[src/rtl/n_bf_dit_pipe_pkg.sv]
// Shared widths, Q8.8 constants and the complex-sample type for the DIT butterfly.
package n_bf_dit_pipe_pkg;

    localparam int DEF_DW   = 16;
    localparam int DEF_FRAC = 8;

    localparam logic [DEF_DW-1:0] ONE     = 16'h0100;
    localparam logic [DEF_DW-1:0] NEG_ONE = 16'hFF00;

    typedef struct packed {
        logic [DEF_DW-1:0] re;
        logic [DEF_DW-1:0] im;
    } cplx_t;

endpackage

[src/rtl/n_mult.sv]
// Signed W x W -> 2W multiplier, purely combinational; callers register the result.
module n_mult #(
    parameter int W = 16
) (
    input  logic [W-1:0]   a,
    input  logic [W-1:0]   b,
    output logic [2*W-1:0] p
);

    assign p = (2*W)'($signed(a)) * (2*W)'($signed(b));

endmodule

[src/rtl/n_bf_dit_pipe.sv]
// Three-stage radix-2 DIT butterfly: out1 = A + W*B, out2 = A - W*B.
// One global enable stalls every stage together, so bubbles travel as invalid slots.
module n_bf_dit_pipe
    import n_bf_dit_pipe_pkg::*;
#(
    parameter int DW    = DEF_DW,
    parameter int FRAC  = DEF_FRAC,
    parameter int SCALE = 0
) (
    input  logic          clk,
    input  logic          rst_n,
    input  logic          in_valid,
    output logic          in_ready,
    input  logic          inv,
    input  logic [DW-1:0] a_r,
    input  logic [DW-1:0] a_i,
    input  logic [DW-1:0] b_r,
    input  logic [DW-1:0] b_i,
    input  logic [DW-1:0] w_r,
    input  logic [DW-1:0] w_i,
    output logic          out_valid,
    input  logic          out_ready,
    output logic [DW-1:0] out1_r,
    output logic [DW-1:0] out1_i,
    output logic [DW-1:0] out2_r,
    output logic [DW-1:0] out2_i
);

    typedef struct packed {
        logic [DW-1:0] re;
        logic [DW-1:0] im;
    } cx_t;

    logic          en;
    logic          v1_q, v1_d, v2_q, v2_d, ov_q, ov_d;
    cx_t           a1_q, a1_d, b1_q, b1_d, w1_q, w1_d;
    cx_t           a2_q, a2_d;
    logic [2*DW-1:0] p_rr_q, p_rr_d, p_ii_q, p_ii_d, p_ri_q, p_ri_d, p_ir_q, p_ir_d;
    logic [2*DW-1:0] m_rr, m_ii, m_ri, m_ir;
    cx_t           o1_q, o1_d, o2_q, o2_d;

    logic [2*DW-1:0] pr, pi;
    logic [DW-1:0]   p_r, p_i;
    logic [DW:0]     s1_r, s1_i, s2_r, s2_i;

    // SCALE=1 keeps the extra sum bit and drops the LSB, i.e. floor(sum/2).
    function automatic logic [DW-1:0] pick(input logic [DW:0] s);
        return (SCALE != 0) ? s[DW:1] : s[DW-1:0];
    endfunction

    n_mult #(.W(DW)) u_m_rr (.a(b1_q.re), .b(w1_q.re), .p(m_rr));
    n_mult #(.W(DW)) u_m_ii (.a(b1_q.im), .b(w1_q.im), .p(m_ii));
    n_mult #(.W(DW)) u_m_ri (.a(b1_q.re), .b(w1_q.im), .p(m_ri));
    n_mult #(.W(DW)) u_m_ir (.a(b1_q.im), .b(w1_q.re), .p(m_ir));

    always_comb begin
        pr   = p_rr_q - p_ii_q;
        pi   = p_ri_q + p_ir_q;
        p_r  = DW'(pr >> FRAC);
        p_i  = DW'(pi >> FRAC);
        s1_r = {a2_q.re[DW-1], a2_q.re} + {p_r[DW-1], p_r};
        s1_i = {a2_q.im[DW-1], a2_q.im} + {p_i[DW-1], p_i};
        s2_r = {a2_q.re[DW-1], a2_q.re} - {p_r[DW-1], p_r};
        s2_i = {a2_q.im[DW-1], a2_q.im} - {p_i[DW-1], p_i};
    end

    always_comb begin
        en     = !ov_q || out_ready;
        v1_d   = v1_q;
        v2_d   = v2_q;
        ov_d   = ov_q;
        a1_d   = a1_q;
        b1_d   = b1_q;
        w1_d   = w1_q;
        a2_d   = a2_q;
        p_rr_d = p_rr_q;
        p_ii_d = p_ii_q;
        p_ri_d = p_ri_q;
        p_ir_d = p_ir_q;
        o1_d   = o1_q;
        o2_d   = o2_q;
        if (en) begin
            v1_d = in_valid;
            v2_d = v1_q;
            ov_d = v2_q;
            if (in_valid) begin
                a1_d = '{re: a_r, im: a_i};
                b1_d = '{re: b_r, im: b_i};
                // Inverse mode uses conj(W); -(-2^(DW-1)) wraps back to itself.
                w1_d = '{re: w_r, im: inv ? -w_i : w_i};
            end
            if (v1_q) begin
                a2_d   = a1_q;
                p_rr_d = m_rr;
                p_ii_d = m_ii;
                p_ri_d = m_ri;
                p_ir_d = m_ir;
            end
            if (v2_q) begin
                o1_d = '{re: pick(s1_r), im: pick(s1_i)};
                o2_d = '{re: pick(s2_r), im: pick(s2_i)};
            end
        end
    end

    always_ff @(posedge clk) begin
        if (!rst_n) begin
            v1_q   <= 1'b0;
            v2_q   <= 1'b0;
            ov_q   <= 1'b0;
            a1_q   <= '0;
            b1_q   <= '0;
            w1_q   <= '0;
            a2_q   <= '0;
            p_rr_q <= '0;
            p_ii_q <= '0;
            p_ri_q <= '0;
            p_ir_q <= '0;
            o1_q   <= '0;
            o2_q   <= '0;
        end else begin
            v1_q   <= v1_d;
            v2_q   <= v2_d;
            ov_q   <= ov_d;
            a1_q   <= a1_d;
            b1_q   <= b1_d;
            w1_q   <= w1_d;
            a2_q   <= a2_d;
            p_rr_q <= p_rr_d;
            p_ii_q <= p_ii_d;
            p_ri_q <= p_ri_d;
            p_ir_q <= p_ir_d;
            o1_q   <= o1_d;
            o2_q   <= o2_d;
        end
    end

    assign in_ready  = en;
    assign out_valid = ov_q;
    assign out1_r    = o1_q.re;
    assign out1_i    = o1_q.im;
    assign out2_r    = o2_q.re;
    assign out2_i    = o2_q.im;

endmodule

[config.mk]
export PLATFORM = sky130hd
export DESIGN_NAME = n_bf_dit_pipe
export DESIGN_NICKNAME = d
export VERILOG_FILES = /design/src/rtl/n_bf_dit_pipe_pkg.sv /design/src/rtl/n_mult.sv /design/src/rtl/n_bf_dit_pipe.sv
export SDC_FILE = /design/constraint.sdc
export NUM_CORES = 2
export LEC_CHECK = 0
export CORE_MARGIN = 3
export CORE_UTILIZATION = 40
export CTS_CLUSTER_DIAMETER = 150
export DETAILED_ROUTE_END_ITERATION = 8
export DONT_BUFFER_PORTS = 1
export GPL_TIMING_DRIVEN = 0
export PLACE_DENSITY = 0.59
export SYNTH_ARGS = -nofsm -noshare
export SYNTH_HDL_FRONTEND = slang
export SYNTH_SLANG_ARGS = --single-unit
[constraint.sdc]
create_clock -name clk -period 8.6 [get_ports clk]
set_clock_uncertainty 0.1 [all_clocks]
set_input_delay 0.43 -clock clk [delete_from_list [all_inputs] [get_ports clk]]
set_output_delay 0.43 -clock clk [all_outputs]
set_load 0.01 [all_outputs]
==> summary.txt <==
Outcome
  – Status: finished, final reports clean

Power
  – Clock group share of total power: 24.5%
  – Peak supply drop: 0.167 mV
  – Pwr per Cell Area: 134 mW/mm2
  – Switching Power: 2.98 mW
  – Cell internal pwr: 3.56 mW
  – Gate power share: 51.6%
  – Switching Share: 45.6%
  – Pleak: 22.9 nW
  – Sequential share of power: 23.8%

Logic synthesis
  – Post-Syn Instances: 5371
  – Register area share after synthesis: 12.9%
  – Syn Nets: 6623
  – Ranking of synthesized cells by area: fa_1 33%, dfxtp_1 13%, ha_1 11%, inv_1 8.7%, nand2_1 7.3%
  – Synth Area in XOR/XNOR: 4.54%
  – Synth Flop Type: dfxtp_1
  – Largest family of logic cells by synthesized area: adder cells
  – EDFF count, synth: 0
  – Asr flop ratio synth: 0%
  – Post-synth top area cell: fa_1
  – Synthesis Warnings: 0
  – Synth Area in Compound Gates: 8.87%
  – Register bit count reported by yosys: 289
  – Post-synthesis mux area share: 0.0668%
  – Syn avg cell area: 8.37 um2
  – Synth top area share: 33.5%
  – Synth Area in Adders: 44.6%
  – Post-synthesis cell area: 0.0449 mm2
  – Synth cell types: 68
  – Synth Area in Simple Gates: 17.9%

STA
  – Final period utilization: 96.0%
  – Min cycle time layout: 8.26 ns
  – Fin Setup TNS: 0 ns
  – Final setup violation count: 0
  – Pins Over Slew Limit: 0
  – Final number of hold-violating endpoints: 0
  – RSZ-0062 raised after global routing: false
  – Max-slew headroom: 9.33%
  – Fmax: 0.121 GHz
  – Least-Margin Pin Slew: 1.36 ns

Clocking
  – Root buffer cell: clkbuf_16
  – Clk Latency, worst-skew pair: 0.60 ns
  – Num CTS Buffers: 36
  – Maximum clock insertion buffer count: 3
  – CTS clock-pin slew for the worst setup and hold paths: 0.06 ns
  – H-tree levels: 2
  – CTS Sinks: 289
  – Setup Buffers After CTS: 0
  – CTS tree: yes

Layout
  – Most frequent cells in the layout: 1047 x inv_1, 878 x nand2_1, 752 x fa_1
  – Commonest non-fill, non-tap cell in the layout: inv_1
  – Final nets: 6754
  – Layout area overhead: 9.00%
  – Layout cells sized above 1: 1.56%
  – Fin area: 0.0490 mm2

Detailed routing
  – DRC: 0
  – DR WL/cell: 22.6 um
  – DR vias/cell: 5.20
  – Initial DRC count: 2802
  – ANT nets after route: 0
  – WL final: 159000 um
  – Vias: 36600
  – Drt pass-1 iters: 5

Die
  – Initial Util: 40.4%
  – FP Rows: 122
  – Die width: 341 um
  – Number of I/O pins: 167
  – Die area: 0.116 mm2
  – Chip height: 341 um
  – Core area: 0.111 mm2

Setup path
  – WS Path Type: flop to flop
  – CP required: 8.93 ns
  – Critical path's largest stage delay: 0.94 ns
  – Worst Path Arrival: 8.59 ns
  – CP most frequent cell: fa_1
  – Critical-path cell list: clkbuf_1 > clkbuf_1 > nand2_1 > fa_1 > inv_1 > fa_1 > fa_1 > fa_1 > fa_1 > inv_1 > fa_1 > inv_1 > ha_1 > a21o_1 > a21oi_1 > o21a_1 > a31oi_1 > a41o_1 > o31a_1 > o21ai_0 > a311oi_1
  – Setup crit start kind: flop
  – CP Max Fanout: 10
  – Delay-heaviest family, CP: adder cells
  – Reg-to-reg slack, setup: 0.34 ns
  – Crit path max-delay cell type: clkbuf_1
  – Critical path capture point type: flop
  – CP bufs+invs: 5

Placement
  – PortBufs: 0
  – Post-Place Cell Area: 0.0468 mm2
  – RD Place Congestion: 0.965
  – Dpl hpwl: 128000 um

Hold path
  – Worst hold path type: input port to flop

Global routing
  – Global-route wire length before repair: 238000 um
  – Vias in the first global route: 37400
  – GR Overflow Total: 0
  – Initial antenna violation count: 17
  – Total Routing Usage GR: 27.5%
  – Largest net degree at the start of global routing: 14

Flow run
  – Max Cap Viol: 0
[power by group through the flow]
| stage | clock (mW) | sequential [mW] | combinational [mW] |
|---|---|---|---|
| global route | 1.68 | 1.57 | 3.72 |
| global placement | 0 | 1.58 | 3.23 |
| floorplan | 0 | 1.53 | 2.21 |
| CTS | 1.63 | 1.56 | 3.32 |
| finish | 1.61 | 1.56 | 3.38 |
| detailed placement | 0 | 1.59 | 3.26 |
[per-stage QoR]
stage	power (mW)	hold slack, ns	utilization (%)	setup WS, ns	instances
after global placement	4.81	0.339	42.1	0.424	6859
after detailed placement	4.84	0.342	42.1	0.457	6859
final	6.54	0.0205	44.1	0.341	7030
after global routing	6.96	0.0415	44.1	0.150	7020
after CTS	6.51	0.000135	44.0	0.401	7017
after floorplan	3.73	0.327	-	2.23	5371
[cell families (layout without fill, tap and decap cells)]
kind of cell	Yosys count	in the layout
xor+xnor	233	233
other cells	0	13
mux	3	3
fa+ha+maj	1151	1151
flops	289	289
buf+inv	1334	1492
compound gates	655	655
simple gates	1706	1706
[routing by layer]
metal  vias up  track usage, %  share of wire (%)
met5         -               0              0.017
met4         4            11.8                5.3
met3       307            7.21                 10
met2      1521            42.5                 43
met1     18100            36.4                 41
li1      16600               -                  -
[layout make-up]
class	instances	area [um2]
Inverter	1048	3930
Tap cell	1488	1860
Buffer	286	1080
Clock inverter	16	186
Fill cell	11400	62100
Multi-Input combinational cell	3748	34100
Timing Repair Buffer	93	931
Sequential cell	289	5790
Clock buffer	49	1030
Antenna cell	13	32.5
[worst reg2reg max path, stage by stage, from the launching register on]
cell      delay, ns
dfxtp_1        0.52
clkbuf_1       0.94
clkbuf_1       0.79
nand2_1        0.15
fa_1           0.52
inv_1          0.06
fa_1           0.48
fa_1           0.59
fa_1           0.45
fa_1           0.50
inv_1          0.05
fa_1           0.47
inv_1          0.04
ha_1           0.40
a21o_1         0.22
a21oi_1        0.20
o21a_1         0.14
a31oi_1        0.06
a41o_1         0.30
o31a_1         0.26
o21ai_0        0.65
a311oi_1       0.19
[path summary, 6_finish.rpt]
kind	endpoint	cells past startpoint	start
max	p_rr_q[23]$_SDFFE_PN0P_	21	w1_q[25]$_SDFFE_PN0P_
min	w1_q[13]$_SDFFE_PN0P_	3	w_i[13]
max reg2reg	p_rr_q[23]$_SDFFE_PN0P_	21	w1_q[25]$_SDFFE_PN0P_
min reg2reg	a2_q[30]$_SDFFE_PN0P_	2	a1_q[30]$_SDFFE_PN0P_
[repair_timing]
action	4_1_cts	5_1_grt
gates resized for setup	0	1
hold endpoints to repair	93	0
setup endpoints to repair	0	1
hold buffers	93	0
[synthesized netlist by cell type (4+ instances only)]
| master | count |
|---|---|
| inv_1 | 1047 |
| nand2_1 | 878 |
| fa_1 | 752 |
| and2_1 | 459 |
| ha_1 | 399 |
| a21oi_1 | 325 |
| dfxtp_1 | 289 |
| clkbuf_1 | 276 |
| xnor2_1 | 170 |
| nor2_1 | 145 |
| o21ai_0 | 89 |
| xor2_1 | 63 |
| nand3_1 | 54 |
| a211oi_1 | 49 |
| nand2b_1 | 41 |
| a21o_1 | 36 |
| nor3_1 | 32 |
| or3_1 | 25 |
| o21a_1 | 21 |
| a31oi_1 | 19 |
| o21bai_1 | 17 |
| o31ai_1 | 15 |
| nor2b_1 | 14 |
| a311oi_1 | 11 |
| and3_1 | 11 |
| nand4_1 | 10 |
| or2_2 | 10 |
| o41ai_1 | 9 |
| buf_1 | 8 |
| nor4_1 | 7 |
| a211o_1 | 6 |
| a31o_2 | 6 |
| nand3b_1 | 6 |
| a2111oi_0 | 5 |
| o211ai_1 | 5 |
| nor3b_1 | 4 |
| o2111ai_1 | 4 |
| o31a_1 | 4 |
| or4_1 | 4 |
[sequential cells by signal, summed over array words and instances (netlist names)]
name       count
p_ir_q        24
out1_i        16
out1_r        16
out2_r        15
p_rr_q        24
a2_q          32
b1_q          32
a1_q          32
out_valid      1
out2_i        15
w1_q          32
v2_q           1
p_ri_q        24
v1_q           1
p_ii_q        24
No activity file was read; power rests on OpenSTA's default activity.
